File: src/rtl/lsu_pkg.sv
`default_nettype none
// ============================================================================
// Module      : lsu_pkg
// Description : Shared types for the load/store unit: FSM states, func3 codes
//               and the natural-alignment rule.
// Revision    : 1.0 - initial release
// ============================================================================
package lsu_pkg;

    typedef enum logic [1:0] {
        ST_IDLE = 2'd0,
        ST_REQ  = 2'd1,
        ST_RSP  = 2'd2,
        ST_DONE = 2'd3
    } lsu_state_e;

    typedef enum logic [2:0] {
        F3_LB  = 3'd0,
        F3_LH  = 3'd1,
        F3_LW  = 3'd2,
        F3_LBU = 3'd4,
        F3_LHU = 3'd5
    } ld_func3_e;

    typedef enum logic [2:0] {
        F3_SB = 3'd0,
        F3_SH = 3'd1,
        F3_SW = 3'd2
    } st_func3_e;

    // Unlisted func3 codes (3/6/7) behave as word accesses.
    function automatic logic is_misaligned(input logic [2:0] func3, input logic [1:0] off);
        case (func3)
            F3_LB, F3_LBU: return 1'b0;
            F3_LH, F3_LHU: return off[0];
            default:       return off != 2'b00;
        endcase
    endfunction

endpackage
`default_nettype wire

File: src/rtl/lsu_if.sv
`default_nettype none
// ============================================================================
// Module      : lsu_if
// Description : Decoder-side operation and data-memory bus signals of the LSU.
// Revision    : 1.0 - initial release
// ============================================================================
interface lsu_if #(
    parameter int AW = 32,
    parameter int DW = 32
);
    logic          in_valid;
    logic          in_ready;
    logic          in_wen;
    logic [2:0]    in_func3;
    logic [7:0]    in_wmask;
    logic [AW-1:0] in_addr;
    logic [DW-1:0] in_wdata;
    logic          req_valid;
    logic          req_ready;
    logic          req_wen;
    logic [AW-1:0] req_addr;
    logic [3:0]    req_wstrb;
    logic [DW-1:0] req_wdata;
    logic          rsp_valid;
    logic [DW-1:0] rsp_rdata;
    logic          done;
    logic [DW-1:0] rdata;
    logic          err;

    // master: the LSU itself; slave: decoder plus data memory around it
    modport master (
        input  in_valid, in_wen, in_func3, in_wmask, in_addr, in_wdata,
               req_ready, rsp_valid, rsp_rdata,
        output in_ready, req_valid, req_wen, req_addr, req_wstrb, req_wdata,
               done, rdata, err
    );

    modport slave (
        output in_valid, in_wen, in_func3, in_wmask, in_addr, in_wdata,
               req_ready, rsp_valid, rsp_rdata,
        input  in_ready, req_valid, req_wen, req_addr, req_wstrb, req_wdata,
               done, rdata, err
    );
endinterface
`default_nettype wire

File: src/rtl/lsu_align.sv
`default_nettype none
// ============================================================================
// Module      : lsu_align
// Description : Combinational store data/strobe lane shifting and load data
//               extraction with sign/zero extension.
// Revision    : 1.0 - initial release
// ============================================================================
module lsu_align
    import lsu_pkg::*;
#(
    parameter int DW = 32
) (
    input  logic [3:0]    st_mask,
    input  logic [DW-1:0] st_data,
    input  logic [1:0]    st_off,
    output logic [3:0]    st_strb,
    output logic [DW-1:0] st_shifted,
    input  logic [DW-1:0] ld_word,
    input  logic [2:0]    ld_func3,
    input  logic [1:0]    ld_off,
    output logic [DW-1:0] ld_data
);

    logic [DW-1:0] w_ld_shifted;

    // Strobe bits pushed past lane 3 fall off: accesses never straddle a word.
    always_comb begin
        st_strb      = st_mask << st_off;
        st_shifted   = st_data << {st_off, 3'b000};
        w_ld_shifted = ld_word >> {ld_off, 3'b000};
        case (ld_func3)
            F3_LB:   ld_data = {{(DW-8){w_ld_shifted[7]}}, w_ld_shifted[7:0]};
            F3_LH:   ld_data = {{(DW-16){w_ld_shifted[15]}}, w_ld_shifted[15:0]};
            F3_LBU:  ld_data = {{(DW-8){1'b0}}, w_ld_shifted[7:0]};
            F3_LHU:  ld_data = {{(DW-16){1'b0}}, w_ld_shifted[15:0]};
            default: ld_data = w_ld_shifted;
        endcase
    end

endmodule
`default_nettype wire

File: src/rtl/lsu.sv
`default_nettype none
// ============================================================================
// Module      : lsu
// Description : Single-outstanding load/store unit. Define
//               LSU_MISALIGN_CHECK_EN to trap misaligned halfword/word ops.
// Revision    : 1.0 - initial release
// ============================================================================
module lsu
    import lsu_pkg::*;
#(
    parameter int AW = 32,
    parameter int DW = 32
) (
    input  logic   clk,
    input  logic   rst_n,
    lsu_if.master  bus
);

    lsu_state_e    r_state;
    logic          r_in_ready;
    logic          r_req_valid;
    logic          r_req_wen;
    logic [AW-1:0] r_req_addr;
    logic [3:0]    r_req_wstrb;
    logic [DW-1:0] r_req_wdata;
    logic          r_done;
    logic [DW-1:0] r_rdata;
    logic [2:0]    r_func3;
    logic [1:0]    r_off;
`ifdef LSU_MISALIGN_CHECK_EN
    logic          r_err;
`endif

    logic [3:0]    w_st_strb;
    logic [DW-1:0] w_st_data;
    logic [DW-1:0] w_ld_data;
    logic          w_unused_wmask;

    assign w_unused_wmask = ^bus.in_wmask[7:4];

    // Store lanes come from the live inputs and are registered at accept;
    // load extraction works on the captured offset/func3.
    lsu_align #(.DW(DW)) u_align (
        .st_mask    (bus.in_wmask[3:0]),
        .st_data    (bus.in_wdata),
        .st_off     (bus.in_addr[1:0]),
        .st_strb    (w_st_strb),
        .st_shifted (w_st_data),
        .ld_word    (bus.rsp_rdata),
        .ld_func3   (r_func3),
        .ld_off     (r_off),
        .ld_data    (w_ld_data)
    );

    always_ff @(posedge clk or negedge rst_n) begin
        if (!rst_n) begin
            r_state     <= ST_IDLE;
            r_in_ready  <= 1'b1;
            r_req_valid <= 1'b0;
            r_req_wen   <= 1'b0;
            r_req_addr  <= '0;
            r_req_wstrb <= '0;
            r_req_wdata <= '0;
            r_done      <= 1'b0;
            r_rdata     <= '0;
            r_func3     <= '0;
            r_off       <= '0;
`ifdef LSU_MISALIGN_CHECK_EN
            r_err       <= 1'b0;
`endif
        end else begin
            r_done <= 1'b0;
`ifdef LSU_MISALIGN_CHECK_EN
            r_err  <= 1'b0;
`endif
            case (r_state)
                ST_IDLE: begin
                    if (bus.in_valid) begin
                        r_req_wen   <= bus.in_wen;
                        r_req_addr  <= {bus.in_addr[AW-1:2], 2'b00};
                        r_req_wstrb <= w_st_strb;
                        r_req_wdata <= w_st_data;
                        r_func3     <= bus.in_func3;
                        r_off       <= bus.in_addr[1:0];
                        r_in_ready  <= 1'b0;
`ifdef LSU_MISALIGN_CHECK_EN
                        if (is_misaligned(bus.in_func3, bus.in_addr[1:0])) begin
                            r_state <= ST_DONE;
                            r_done  <= 1'b1;
                            r_err   <= 1'b1;
                        end else begin
                            r_state     <= ST_REQ;
                            r_req_valid <= 1'b1;
                        end
`else
                        r_state     <= ST_REQ;
                        r_req_valid <= 1'b1;
`endif
                    end
                end
                ST_REQ: begin
                    if (bus.req_ready) begin
                        r_req_valid <= 1'b0;
                        r_state     <= ST_RSP;
                    end
                end
                ST_RSP: begin
                    if (bus.rsp_valid) begin
                        if (!r_req_wen) begin
                            r_rdata <= w_ld_data;
                        end
                        r_done  <= 1'b1;
                        r_state <= ST_DONE;
                    end
                end
                ST_DONE: begin
                    r_in_ready <= 1'b1;
                    r_state    <= ST_IDLE;
                end
                default: begin
                    r_in_ready  <= 1'b1;
                    r_req_valid <= 1'b0;
                    r_state     <= ST_IDLE;
                end
            endcase
        end
    end

    assign bus.in_ready  = r_in_ready;
    assign bus.req_valid = r_req_valid;
    assign bus.req_wen   = r_req_wen;
    assign bus.req_addr  = r_req_addr;
    assign bus.req_wstrb = r_req_wstrb;
    assign bus.req_wdata = r_req_wdata;
    assign bus.done      = r_done;
    assign bus.rdata     = r_rdata;
`ifdef LSU_MISALIGN_CHECK_EN
    assign bus.err       = r_err;
`else
    assign bus.err       = 1'b0;
`endif

endmodule
`default_nettype wire

File: src/flat_wrapper.sv
// flat-port wrapper written by rule: the top's interface ports become plain ports
module lsu_flat import lsu_pkg::*;
#(
    parameter int AW = 32,
    parameter int DW = 32
)
  (clk, rst_n, bus_in_valid, bus_in_wen, bus_in_func3, bus_in_wmask, bus_in_addr, bus_in_wdata, bus_req_ready, bus_rsp_valid, bus_rsp_rdata, bus_in_ready, bus_req_valid, bus_req_wen, bus_req_addr, bus_req_wstrb, bus_req_wdata, bus_done, bus_rdata, bus_err);
  lsu_if #(.AW(AW), .DW(DW)) bus_i ();
  input  logic clk;
  input  logic rst_n;
  input wire logic [$bits(bus_i.in_valid)-1:0] bus_in_valid;
  input wire logic [$bits(bus_i.in_wen)-1:0] bus_in_wen;
  input wire logic [$bits(bus_i.in_func3)-1:0] bus_in_func3;
  input wire logic [$bits(bus_i.in_wmask)-1:0] bus_in_wmask;
  input wire logic [$bits(bus_i.in_addr)-1:0] bus_in_addr;
  input wire logic [$bits(bus_i.in_wdata)-1:0] bus_in_wdata;
  input wire logic [$bits(bus_i.req_ready)-1:0] bus_req_ready;
  input wire logic [$bits(bus_i.rsp_valid)-1:0] bus_rsp_valid;
  input wire logic [$bits(bus_i.rsp_rdata)-1:0] bus_rsp_rdata;
  output wire logic [$bits(bus_i.in_ready)-1:0] bus_in_ready;
  output wire logic [$bits(bus_i.req_valid)-1:0] bus_req_valid;
  output wire logic [$bits(bus_i.req_wen)-1:0] bus_req_wen;
  output wire logic [$bits(bus_i.req_addr)-1:0] bus_req_addr;
  output wire logic [$bits(bus_i.req_wstrb)-1:0] bus_req_wstrb;
  output wire logic [$bits(bus_i.req_wdata)-1:0] bus_req_wdata;
  output wire logic [$bits(bus_i.done)-1:0] bus_done;
  output wire logic [$bits(bus_i.rdata)-1:0] bus_rdata;
  output wire logic [$bits(bus_i.err)-1:0] bus_err;
  assign bus_i.in_valid = bus_in_valid;
  assign bus_i.in_wen = bus_in_wen;
  assign bus_i.in_func3 = bus_in_func3;
  assign bus_i.in_wmask = bus_in_wmask;
  assign bus_i.in_addr = bus_in_addr;
  assign bus_i.in_wdata = bus_in_wdata;
  assign bus_i.req_ready = bus_req_ready;
  assign bus_i.rsp_valid = bus_rsp_valid;
  assign bus_i.rsp_rdata = bus_rsp_rdata;
  assign bus_in_ready = bus_i.in_ready;
  assign bus_req_valid = bus_i.req_valid;
  assign bus_req_wen = bus_i.req_wen;
  assign bus_req_addr = bus_i.req_addr;
  assign bus_req_wstrb = bus_i.req_wstrb;
  assign bus_req_wdata = bus_i.req_wdata;
  assign bus_done = bus_i.done;
  assign bus_rdata = bus_i.rdata;
  assign bus_err = bus_i.err;
  lsu #(.AW(AW), .DW(DW)) u_core (.clk(clk), .rst_n(rst_n), .bus(bus_i));
endmodule
File: config.mk
export PLATFORM = sky130hd
export DESIGN_NAME = lsu_flat
export DESIGN_NICKNAME = d
export VERILOG_FILES = /design/src/rtl/lsu_pkg.sv /design/src/rtl/lsu_if.sv /design/src/rtl/lsu_align.sv /design/src/rtl/lsu.sv /design/src/flat_wrapper.sv
export SDC_FILE = /design/constraint.sdc
export NUM_CORES = 1
export LEC_CHECK = 0
export BUFFER_PORTS_ARGS = -buffer_cell sky130_fd_sc_hd__buf_2
export CAP_MARGIN = 10
export CORE_UTILIZATION = 52
export CTS_CLUSTER_DIAMETER = 200
export DETAILED_ROUTE_END_ITERATION = 7
export GPL_TIMING_DRIVEN = 0
export PLACE_DENSITY = 0.86
export SETUP_SLACK_MARGIN = 0.3
export SLEW_MARGIN = 25
export SYNTH_ARGS = -nofsm -noshare
export SYNTH_HDL_FRONTEND = slang
export SYNTH_SLANG_ARGS = --single-unit
File: constraint.sdc
create_clock -name clk -period 2.7 [get_ports clk]
set_input_delay 0.135 -clock clk [delete_from_list [all_inputs] [get_ports clk]]
set_output_delay 0.135 -clock clk [all_outputs]
set_load 0.05 [all_outputs]
==> flow_summary.ini <==
[outcome]
status = finished clean

[sta]
fmax_mhz = 508
setup_tns_ps = 0
tightestPinTransition_ps = 739
fin_ws_ps = 732
rsz0062_at_grt = no
drv_slew = 0
period_needed_ps = 1970
period_share_pct = 72.9
finalHoldViolations = 0
slew_headroom_pct = 50.5
setup_viol = 0
finClkSkew_ps = 8.26

[drt]
vias = 4744
drc = 0
wl_per_cell_um = 17.9
detail-route-antenna-nets = 0
post_drt_via_cell_ratio = 5.48
routed_wl_um = 15500
dr.pass1.iters = 4
first_iter_violations = 182

[floorplan]
design.die.area_sq_um = 10400
rows = 36
core_sq_um = 9730
die_h_um = 102
io-pin-count = 218
die_w_um = 102
initial_core_util_pct = 53.4

[synth]
synth_area_sq_um = 5200
seq_area_frac_synth_pct = 52.5
synth_top_family_by_area = multiplexers
synth_compound_area_share_pct = 14.4
synth-seq-cells = 109
muxShareOfSynthArea_pct = 18.6
synth_cells = 469
yosysWarnings = 0
synthXorXnorAreaFrac_pct = 0
synthAdderAreaFrac_pct = 0.963
synth-simple-area-share_pct = 9.39
yosysUniqueCellTypes = 36
avgSynthCellArea_sq_um = 11.1

[setup_path]
cp.arrival_ps = 2280
critPathLaunchType = flop
critical_path.endpoint_type = flop
cp_max_fo = 10
required_ps = 3020
critical_path_class = flop to flop

[placement]
hpwl_um = 11200
pre_cts_ws_ps = 749
place_congestion = 1.01
port_buffers = 210

[clocking]
ctsResizeCount = 0
clock-root-buffer = clkbuf_8
clkLatencyLatePin_ps = 380
cts_tree = done
htreeDepth = 3
clk_pin_slew_ps = 100
cts_buffers = 9
clk_path_buf_depth = 2
cts_sinks = 109
post-cts-setup-buffers = 0
cts_hold_buf = 35

[global_routing]
grt_max_degree = 64
grt_pass1_vias = 4896
grt_pass1_wl_um = 23300
antenna_found_initial = 0
overflow = 0
groute.usage.overall_pct = 29.8

[final_layout]
n_antenna_cell = 0
synthToLayoutAreaGrowth_pct = 34.4
nets = 845
drive_gt1_share_pct = 42.4

[pwr]
power.total_mw = 9.75
pwr_density_cell_nw_per_um2 = 1400
peakVddDrop_mv = 0.966
leakage_nw = 3.46

[flow_run]
maxCapViolCount = 0

[min_path]
hold_class = primary input to flop
-- final timing paths --
check	slack (ps)	from	end	depth (start not counted)
worst max-delay path	730	u_core.r_state[0]	u_core.bus.req_wdata[7]	6
worst min-delay path	20	bus_in_wdata[4]	u_core.bus.req_wdata[4]	2
worst max register to register	730	u_core.r_state[0]	u_core.bus.req_wdata[7]	6
worst min register to register	490	u_core.bus.req_wdata[22]	u_core.bus.req_wdata[22]	2
max in group asynchronous	1740	rst_n	u_core.bus.in_ready	3
min in group asynchronous	250	rst_n	u_core.bus.req_addr[12]	2
-- state kept, by name, indices dropped and copies added, names as in the netlist --
name / flops
u_core.bus.req_wstrb: 4
u_core.bus.in_ready: 1
u_core.bus.req_wdata: 32
u_core.bus.req_valid: 1
u_core.bus.done: 1
u_core.bus.req_addr: 30
u_core.bus.req_wen: 1
u_core.r_off: 2
u_core.r_state: 2
u_core.r_func3: 3
u_core.bus.rdata: 32
-- metal layers --
layer	global-route usage [%]	wire length, um
met1	32.7	5780
met2	54.2	8110
met3	6.84	1140
met4	14.7	448
met5	0	0
-- cells in the mapped netlist, drive strengths merged --
cell type  number  area [sq um]
o22a            9          78.8
a31oi           1          6.26
nor2b          19           119
ha              4          50.1
and2            8          50.1
a22o            9          78.8
dfstp           1          26.3
nand2b          3          18.8
o32a            1          10.0
mux2           54           616
buf            22           138
o31ai           1          12.5
nor3            1          10.0
inv             5          18.8
or2             3          18.8
nor2           43           164
conb            1          3.75
nand2          24          90.1
and2b           1          7.51
dfrtp         108          2700
o21ai          31           159
o31a            1          8.76
a211oi         17           133
a21oi          51           255
a221oi          1          8.76
and4b           1          10.0
clkbuf         14          53.8
mux2i          35           350
-- cells by family (layout without fill, tap and decap cells) --
| group | count (synthesis) | after routing |
|---|---|---|
| AO/OA/AOI/OAI | 122 | 122 |
| adder cells (fa/ha/maj) | 4 | 4 |
| buffers and inverters | 41 | 303 |
| flip-flops | 109 | 109 |
| multiplexers | 89 | 89 |
| other | 1 | 3 |
| AND/OR/NAND/NOR | 103 | 103 |
-- where the power goes --
group / switching [mW] / internal, mW / leakage (nW) / total, mW
Clock: 0.564 / 0.364 / 0.0897 / 0.927
Combinational: 4.25 / 1.66 / 2.06 / 5.91
Sequential: 0.464 / 2.45 / 1.32 / 2.91
Total: 5.28 / 4.47 / 3.46 / 9.75
-- cell usage in the layout (no fill, tap or decap), types with 2 or more instances in the layout --
master         instances
buf_6                  3
nor2b_1               19
dlygate4sd3_1         35
or2_2                  2
dfrtp_1              108
mux2i_1               35
clkbuf_8              10
a22o_1                 9
clkinv_2               2
inv_1                  5
conb_1                 3
o22a_1                 9
a211oi_1              16
mux2_2                52
nand2_1               24
nor2_1                42
buf_4                  6
mux2_4                 2
clkbuf_1              14
a21oi_1               51
nand2b_1               3
ha_1                   4
buf_2                223
o21ai_0               30
and2_1                 8
-- per-stage QoR --
step	cells	hold WS (ps)	cell area [sq um]	utilization, %
3_5_place_dp	815	97.0	6460	66.4
5_1_grt	866	19.3	6980	71.8
2_1_floorplan	471	-161	5200	-
3_3_place_gp	814	366	6420	66.0
6_report	866	21.8	6980	71.8
4_1_cts	866	0.670	6980	71.8
-- cell type report --
cell class                      instances  area [sq um]
Clock inverter                          5          35.0
Clock buffer                           11           141
Fill cell                             713          2750
Sequential cell                       109          2730
Buffer                                 36           191
Timing Repair Buffer                  246          1440
Inverter                                5          18.8
Tap cell                              133           166
Multi-Input combinational cell        321          2270
-- worst max-delay path, stage by stage (launching register included) --
cell and delay, ps:
dfrtp_1 430, inv_1 100, ha_1 260, nand2_1 100, buf_2 200, nor3_2 580, a22o_1 240
Power figures use the tool's default switching activity.
